`src/rtl/sparc_pkg.sv`:
```
// Shared SPARC control-transfer encodings, IF mux selects and the ID branch FSM state type.
package sparc_pkg;

    localparam logic [1:0] OP_BRANCH = 2'b00;
    localparam logic [1:0] OP_CALL   = 2'b01;
    localparam logic [1:0] OP_ARITH  = 2'b10;

    localparam logic [2:0] OP2_BICC  = 3'b010;
    localparam logic [5:0] OP3_JMPL  = 6'b111000;

    localparam logic [3:0] COND_BA   = 4'b1000;
    localparam logic [3:0] COND_BN   = 4'b0000;

    localparam logic [1:0] SEL_NPC   = 2'b00;
    localparam logic [1:0] SEL_ALU   = 2'b01;
    localparam logic [1:0] SEL_TA    = 2'b10;

    typedef enum logic [1:0] {
        NORMAL = 2'b00,
        DSLOT  = 2'b01,
        ANNUL  = 2'b10
    } id_state_t;

    typedef struct packed {
        logic is_call;
        logic is_bicc;
        logic is_jmpl;
        logic annul;
        logic is_ba;
        logic taken;
    } cti_info_t;

endpackage

```
`src/rtl/cti_decode.sv`:
```
// Combinational CTI decode of the ID instruction plus branch/call target arithmetic.
module cti_decode
    import sparc_pkg::*;
(
    input  logic [31:0] instr,
    input  logic [31:0] pc,
    input  logic        cond_true,
    output cti_info_t   info,
    output logic [31:0] ta
);

    logic [1:0]  op;
    logic [2:0]  op2;
    logic [5:0]  op3;
    logic [3:0]  cond;
    logic [31:0] bicc_off;
    logic [31:0] call_off;

    assign op       = instr[31:30];
    assign op2      = instr[24:22];
    assign op3      = instr[24:19];
    assign cond     = instr[28:25];
    assign bicc_off = {{8{instr[21]}}, instr[21:0], 2'b00};
    assign call_off = {instr[29:0], 2'b00};

    always_comb begin
        info         = '0;
        info.is_call = (op == OP_CALL);
        info.is_bicc = (op == OP_BRANCH) && (op2 == OP2_BICC);
        info.is_jmpl = (op == OP_ARITH) && (op3 == OP3_JMPL);
        info.annul   = instr[29];
        info.is_ba   = info.is_bicc && (cond == COND_BA);
        // BA and BN ignore the condition codes entirely.
        if (info.is_bicc) begin
            if (cond == COND_BA)
                info.taken = 1'b1;
            else if (cond == COND_BN)
                info.taken = 1'b0;
            else
                info.taken = cond_true;
        end
    end

    always_comb begin
        ta = '0;
        if (info.is_bicc)
            ta = pc + bicc_off;
        else if (info.is_call)
            ta = pc + call_off;
    end

endmodule

```
`src/rtl/id_branch_ctrl.sv`:
```
// ID-stage branch controller: IF redirect/annul generation, delay-slot FSM and CTI counters.
module id_branch_ctrl
    import sparc_pkg::*;
(
    input  logic        clk,
    input  logic        R,
    input  logic [31:0] instr_id,
    input  logic [31:0] pc_id,
    input  logic        cond_true,
    input  logic        stall,
    output logic [1:0]  if_sel,
    output logic [31:0] ta,
    output logic        ch_clear,
    output logic        pc_le,
    output logic        npc_le,
    output logic        ifid_le,
    output logic        id_valid,
    output logic        in_dslot,
    output logic [15:0] cnt_taken,
    output logic [15:0] cnt_annul
);

    cti_info_t info;
    id_state_t state_q;
    logic      id_valid_q;
    logic      in_dslot_q;
    logic      live;
    logic      is_cti;

    cti_decode u_decode (
        .instr     (instr_id),
        .pc        (pc_id),
        .cond_true (cond_true),
        .info      (info),
        .ta        (ta)
    );

    assign is_cti   = info.is_call | info.is_bicc | info.is_jmpl;
    // A CTI in a delay slot (DCTI couple) is not live, so it redirects nothing.
    assign live     = id_valid_q && (state_q == NORMAL) && !stall;
    assign pc_le    = ~stall;
    assign npc_le   = ~stall;
    assign ifid_le  = ~stall;
    assign id_valid = id_valid_q;
    assign in_dslot = in_dslot_q;

    always_comb begin
        if_sel   = SEL_NPC;
        ch_clear = 1'b0;
        if (live) begin
            if (info.taken || info.is_call)
                if_sel = SEL_TA;
            else if (info.is_jmpl)
                if_sel = SEL_ALU;
            if (info.is_bicc && info.annul && (!info.taken || info.is_ba))
                ch_clear = 1'b1;
        end
    end

    always_ff @(posedge clk or negedge R) begin
        if (!R) begin
            state_q    <= NORMAL;
            id_valid_q <= 1'b1;
            in_dslot_q <= 1'b0;
        end else if (!stall) begin
            case (state_q)
                NORMAL: begin
                    if (ch_clear) begin
                        state_q    <= ANNUL;
                        id_valid_q <= 1'b0;
                        in_dslot_q <= 1'b0;
                    end else if (live && is_cti) begin
                        state_q    <= DSLOT;
                        id_valid_q <= 1'b1;
                        in_dslot_q <= 1'b1;
                    end
                end
                DSLOT, ANNUL: begin
                    state_q    <= NORMAL;
                    id_valid_q <= 1'b1;
                    in_dslot_q <= 1'b0;
                end
                default: begin
                    state_q    <= NORMAL;
                    id_valid_q <= 1'b1;
                    in_dslot_q <= 1'b0;
                end
            endcase
        end
    end

    always_ff @(posedge clk or negedge R) begin
        if (!R) begin
            cnt_taken <= '0;
            cnt_annul <= '0;
        end else begin
            if ((if_sel != SEL_NPC) && !stall && (cnt_taken != 16'hFFFF))
                cnt_taken <= cnt_taken + 16'd1;
            if (ch_clear && !stall && (cnt_annul != 16'hFFFF))
                cnt_annul <= cnt_annul + 16'd1;
        end
    end

endmodule

```
`config.mk`:
```
export PLATFORM = sky130hd
export DESIGN_NAME = id_branch_ctrl
export DESIGN_NICKNAME = d
export VERILOG_FILES = /design/src/rtl/sparc_pkg.sv /design/src/rtl/cti_decode.sv /design/src/rtl/id_branch_ctrl.sv
export SDC_FILE = /design/constraint.sdc
export NUM_CORES = 1
export LEC_CHECK = 0
export BUFFER_PORTS_ARGS = -buffer_cell sky130_fd_sc_hd__buf_2
export CORE_MARGIN = 2
export CORE_UTILIZATION = 40
export CTS_BUF_LIST = sky130_fd_sc_hd__clkbuf_4 sky130_fd_sc_hd__clkbuf_8
export DETAILED_ROUTE_END_ITERATION = 6
export PLACE_DENSITY = 0.66
export SYNTH_ARGS = -nofsm -noshare
export SYNTH_HDL_FRONTEND = slang
export SYNTH_HIERARCHICAL = 1
export SYNTH_SLANG_ARGS = --single-unit
```
`constraint.sdc`:
```
create_clock -name clk -period 4.2 [get_ports clk]
set_input_delay 0.21 -clock clk [delete_from_list [all_inputs] [get_ports clk]]
set_output_delay 0.21 -clock clk [all_outputs]
set_load 0.01 [all_outputs]
```
Yosys cells after proc, flatten, opt, wreduce, memory -nomap -nowiden
Cells that the tools add are included.
{ "word_totals": {"elab_cells": 58, "ff_bits": 36, "input_bits": 68, "out_inout_bits": 72} }
{ "op_classes": {"muxes": 17, "n_reduce_logical": 21, "n_addsub": 4, "bitwise_logic": 3, "n_eq_ne": 8} }
{ "op_table": {"columns": ["op", "count"], "rows": [
  ["$add A32 B32 Y32", 2],
  ["$mux W32", 2],
  ["$add A16 B1 Y16 const B", 2],
  ["$ne A16 B16 Y1 const B", 2],
  ["$logic_and A1 B1 Y1", 12],
  ["$mux W1", 10],
  ["$mux W2", 5],
  ["$eq A6 B6 Y1 const B", 1],
  ["$eq A4 B4 Y1 const B", 1],
  ["$logic_not A2 Y1", 2],
  ["$logic_not A4 Y1", 1],
  ["$eq A3 B2 Y1 const B", 1],
  ["$ne A3 B2 Y1 const B", 1],
  ["$eq A2 B1 Y1 const B", 1],
  ["$eq A2 B2 Y1 const B", 1],
  ["$logic_not A1 Y1", 2],
  ["$logic_or A1 B1 Y1", 2],
  ["$or A1 B1 Y1", 2],
  ["$reduce_and A2 Y1", 1],
  ["$reduce_bool A2 Y1", 1],
  ["$not A1 Y1", 1]
]} }

Longest topological paths before layout
{ "logic_depth": {"word_depth": 11, "ltp_mapped": 12, "ltp_nobuf": 12} }

Cells and area by module
Netlist, hierarchy kept.
{ "by_module_without_submodules": {"columns": ["mod", "cells_per_inst", "instances", "seq_area_each_um2", "area_each_um2"], "rows": [
  ["cti_decode", 301, 1, 0.0, 2137.0],
  ["id_branch_ctrl", 163, 1, 877.1, 1783.0]
]} }

Worst setup path after synthesis
No wires, ideal clock.
{ "synth_path": {"path_kind": "input port to output port", "start": "input port instr_id[0]", "end": "output port ta[30]", "setup_slack_ns": 1.607, "path_buffers": 0, "t_arrival_ns": 2.383, "t_required_ns": 3.990, "stages": 12, "path_cell_list": "ha_1 > inv_1 > fa_1 > nor2b_1 > o31a_1 > o2111ai_1 > a21o_1 > nor2b_1 > o311ai_1 > a21oi_1 > xor2_1 > o22ai_1"} }
{ "synth_via": {"elab_chain_cells": 3, "elab_cells_between_ends": 4, "cone_classes": "2 x add/sub; 2 x mux"} }
{ "synth_rtl": {"columns": ["item", "line_no", "text"], "rows": [
  ["start: declaration", "id_branch_ctrl.sv:7", "input logic [31:0] instr_id,"],
  ["$add A32 B32 Y32", "cti_decode.sv:49", "ta = pc + call_off;"],
  ["$mux W32", "cti_decode.sv:48", "else if (info.is_call)"],
  ["$mux W32 *", "cti_decode.sv:46", "if (info.is_bicc)"],
  ["end: declaration", "id_branch_ctrl.sv:12", "output logic [31:0] ta,"]
]} }
Mark *: on every way between the ends. The rest lies on a longest branch, timed or not.

Worst setup path in the final report
Ends and elaborated chain as after synthesis.

==> metrics list <==
* Remaining routing DRC violations: 0
- In this run, post-CTS repair resized a total of 0 instances.
- Share of async-settable or async-resettable flops after synthesis: 1.00
- Across all layers, the routed design uses roughly 4000 vias.
- TritonCTS built the clock tree.
- Final number of max-transition violations: 0
- In this run the remaining antenna-violating nets after routing total 0.
- The floorplan has 36 rows.
- Critical R2R Capture: cnt_annul[12]
* Antenna cell count: 0
* Nature of the critical path startpoint: input port
* Number of ports placed on the die boundary: 140
- Data arrival, critical path: 2.86 ns
- Drt via density: 5.32
* # H-tree levels: 2
- Across the run, the number of max-cap violations was 0.
* Count of flip-flops with a built-in enable after synthesis: 0
- Clock period minus worst slack: between 3 and 4 ns
- The number of global-route vias before repair was 3699.
- For this run, the register share of the synthesized area comes to 0.224.
- At the pin with the least slew margin, the transition time is between 0.8 and 0.9 ns.
* Synth Register Bits: 35
- Mapped Nets: 571
- Setup slack on the worst reg-to-reg path comes out at ~1.8 ns.
* Detailed placement HPWL: approximately 8.4 mm
- Port buffering added 139 buffers.
* Total leakage power: 2.44 nW
* Setup TNS: 0 ns
- Leading post-synthesis cells by cell area: dfrtp_1 22%, ha_1 12%, xor2_1 8.0%
- Of the post-synthesis cell area, the dominant cell type holds 0.217.
- At the end of the flow, the number of nets in the layout was 705.
- Antenna violations before repair: 0
- Dividing the detail-routed wire length by the instance count gives 14.1 µm.
- At the later pin of the worst-skew pair, clock insertion delay measures 0.28 ns.
- Pin count of the biggest net entering global routing: 36
- Inserted Clock Buffers: 5
- Summed over all instances, the cell type with the most area after synthesis is dfrtp_1.
* Hold-fix buffers at CTS: 0
- Last weighted congestion value of the routability-driven placer: 0.858
- Before antenna repair, the detailed router went through 5 iterations.
- Final setup fails: 0
- After detailed routing, the total wire length is roughly 10 mm.
- Setup Skew: 0.00699 ns
* Type of the tightest min-delay check: input port to async pin
- Post-CTS Setup Repair Bufs: 0
* Global Route Usage Sum: 0.192
* Worst slack at placement: 1.13 ns
* Post-route cell area: 4800 µm²
- Minimum setup slack in the final design: 1.13 ns
* Yosys warning count: 6
- The floorplan step defined a die boundary enclosing about 11000 µm².
* Clock Sinks: 35
- Beginning of the critical path: instr_id[0]
* Register clock-pin slew on the reported worst setup and hold paths: 0.07 ns
- After synthesis the cells add up to 3920 µm².
- The number of cells on the worst reg-to-reg path is 4.
- Worst R2R Start: id_valid
- The tree is rooted in a clkbuf_8.
- The flow ran to the end, and the final reports show no timing, DRC or antenna violations.
- Req. time, crit path: 3.99 ns
- The die is 103 µm tall.
- Max Root-Sink Buffers: 2
- In this run, distinct cell masters in the synthesized netlist total 74.
- Setup repair after global routing missed its margin: no
- Area of placed instances: 4710 µm²
* Fraction of final layout cells sized beyond drive strength 1: 0.297
* Synthesized instance count: 464
- Synthesized area per cell: 8.45 µm²
- The total overflow left after global routing is 0.
- Achievable clock frequency: 0.326 GHz
* WHS: 0.00156 ns
* Worst VDD drop: 0.000142 V
* Flip-flop cell with the highest count after synthesis: dfrtp_1
- Dividing total power by cell area gives a power density of 238 nW/µm².
* Die X-Extent: 103 µm
* Core area: 9640 µm²
* Max FO, Critical Path: 4
- Initial drt markers: 119
- The final hold violation count came to 0.
- Synthesis-to-finish area growth: 22.4%
* Worst slew margin relative to its limit: 0.460
* Crit path capture type: primary output
- For this configuration, the core starts out at a cell density of 0.407.
- Global-route wire length before repair: 16.7 mm
- Post-route fraction of the period consumed by the critical path: 0.730
- Worst setup path category: input port to primary output
* Capture point of the worst path: ta[30]
kinds of logic (layout without fill, tap and decap cells):
| logic type | after synthesis | after routing | synth area share |
|---|---|---|---|
| adder cells (fa/ha/maj) | 39 | 39 | 0.126 |
| flip-flops | 35 | 35 | 0.224 |
| buffers and inverters | 28 | 163 | 0.0354 |
| AND/OR/NAND/NOR | 180 | 180 | 0.258 |
| XOR/XNOR | 61 | 61 | 0.136 |
| multiplexers | 3 | 3 | 0.00862 |
| AO/OA/AOI/OAI | 118 | 118 | 0.211 |
where the power goes:
part	internal [mW]	switching (mW)	total, mW
Sequential	0.361	0.0319	0.393
Clock	0.122	0.122	0.245
Combinational	0.225	0.280	0.505
final cells by class:
type | count | area, µm²
clock buffer | 6 | 76.3
tap | 133 | 166
fill | 960 | 4840
inverter | 14 | 52.6
multi-input combinational | 401 | 2900
clock inverter | 2 | 12.5
timing repair buffer | 141 | 711
sequential | 35 | 877
cell usage after synthesis, types with 6 or more instances:
cell type  count
nor2_1        41
ha_1          38
xor2_1        36
dfrtp_1       34
a21oi_1       30
nand2_1       30
xnor2_1       25
nand3_1       19
nor3_1        16
o21ai_0       16
inv_1         14
nand4_1       14
a21o_1        12
nand2b_1       9
nor2b_1        7
o22ai_1        7
o21bai_1       6
stage by stage:
stage          std cells  power (mW)   util
2_1_floorplan        464       0.740      -
3_3_place_gp         724       0.893  0.489
3_5_place_dp         724       0.901  0.489
4_1_cts              732        1.15  0.498
5_1_grt              732        1.23  0.498
6_report             732        1.14  0.498
registers in the layout, summed over array words and instances (netlist names):
register and flops:
state_q 1, cnt_annul 16, cnt_taken 16, in_dslot 1
id_valid 1
worst min path at each step:
stage	endpoint	depth (start not counted)
4_1_cts	cnt_annul[5]	1
2_1_floorplan	cnt_annul[0]	0
3_5_place_dp	cnt_taken[9]	1
5_1_grt	cnt_annul[5]	1
6_report	cnt_taken[10]	1
3_3_place_gp	cnt_taken[9]	1
metal layers:
layer,wire length (µm),share of wire,track usage,up-vias
met5,0,0,0,-
met4,65,0.0063,0.0385,0
met3,522,0.050,0.0258,5
met2,5170,0.50,0.349,100
met1,4580,0.44,0.243,1805
li1,-,-,-,1987
critical path, stage by stage:
cell and delay [ns]:
buf_2 0.10, ha_1 0.21, inv_1 0.07, fa_1 0.38, nor2b_1 0.20, o31a_1 0.22
o2111ai_1 0.17, a21o_1 0.23, nor2b_1 0.16, o311ai_1 0.31, a21oi_1 0.13, xor2_1 0.15
o22ai_1 0.16, buf_2 0.16
cell usage in the layout, fill, tap and decap left out, types with 3 or more instances in the layout:
| cell type | count |
|---|---|
| and2_1 | 3 |
| xnor2_1 | 25 |
| mux2_2 | 3 |
| buf_2 | 139 |
| nor2b_1 | 7 |
| o21bai_1 | 6 |
| nor3b_1 | 3 |
| a211oi_1 | 4 |
| o21ai_0 | 16 |
| nand2b_1 | 9 |
| a31oi_1 | 4 |
| o22ai_1 | 7 |
| inv_1 | 14 |
| o21a_1 | 5 |
| nor4_1 | 5 |
| a21o_1 | 12 |
| nor2_1 | 41 |
| nand4_1 | 14 |
| dfrtp_1 | 34 |
| o21ai_1 | 5 |
| nand3_1 | 19 |
| nor3_1 | 16 |
| ha_1 | 38 |
| clkbuf_8 | 5 |
| a21oi_1 | 30 |
| o211ai_1 | 4 |
| or2_2 | 4 |
| xor2_1 | 36 |
| or4_1 | 4 |
| nand2_1 | 30 |
No activity file was read; power rests on OpenSTA's default activity.
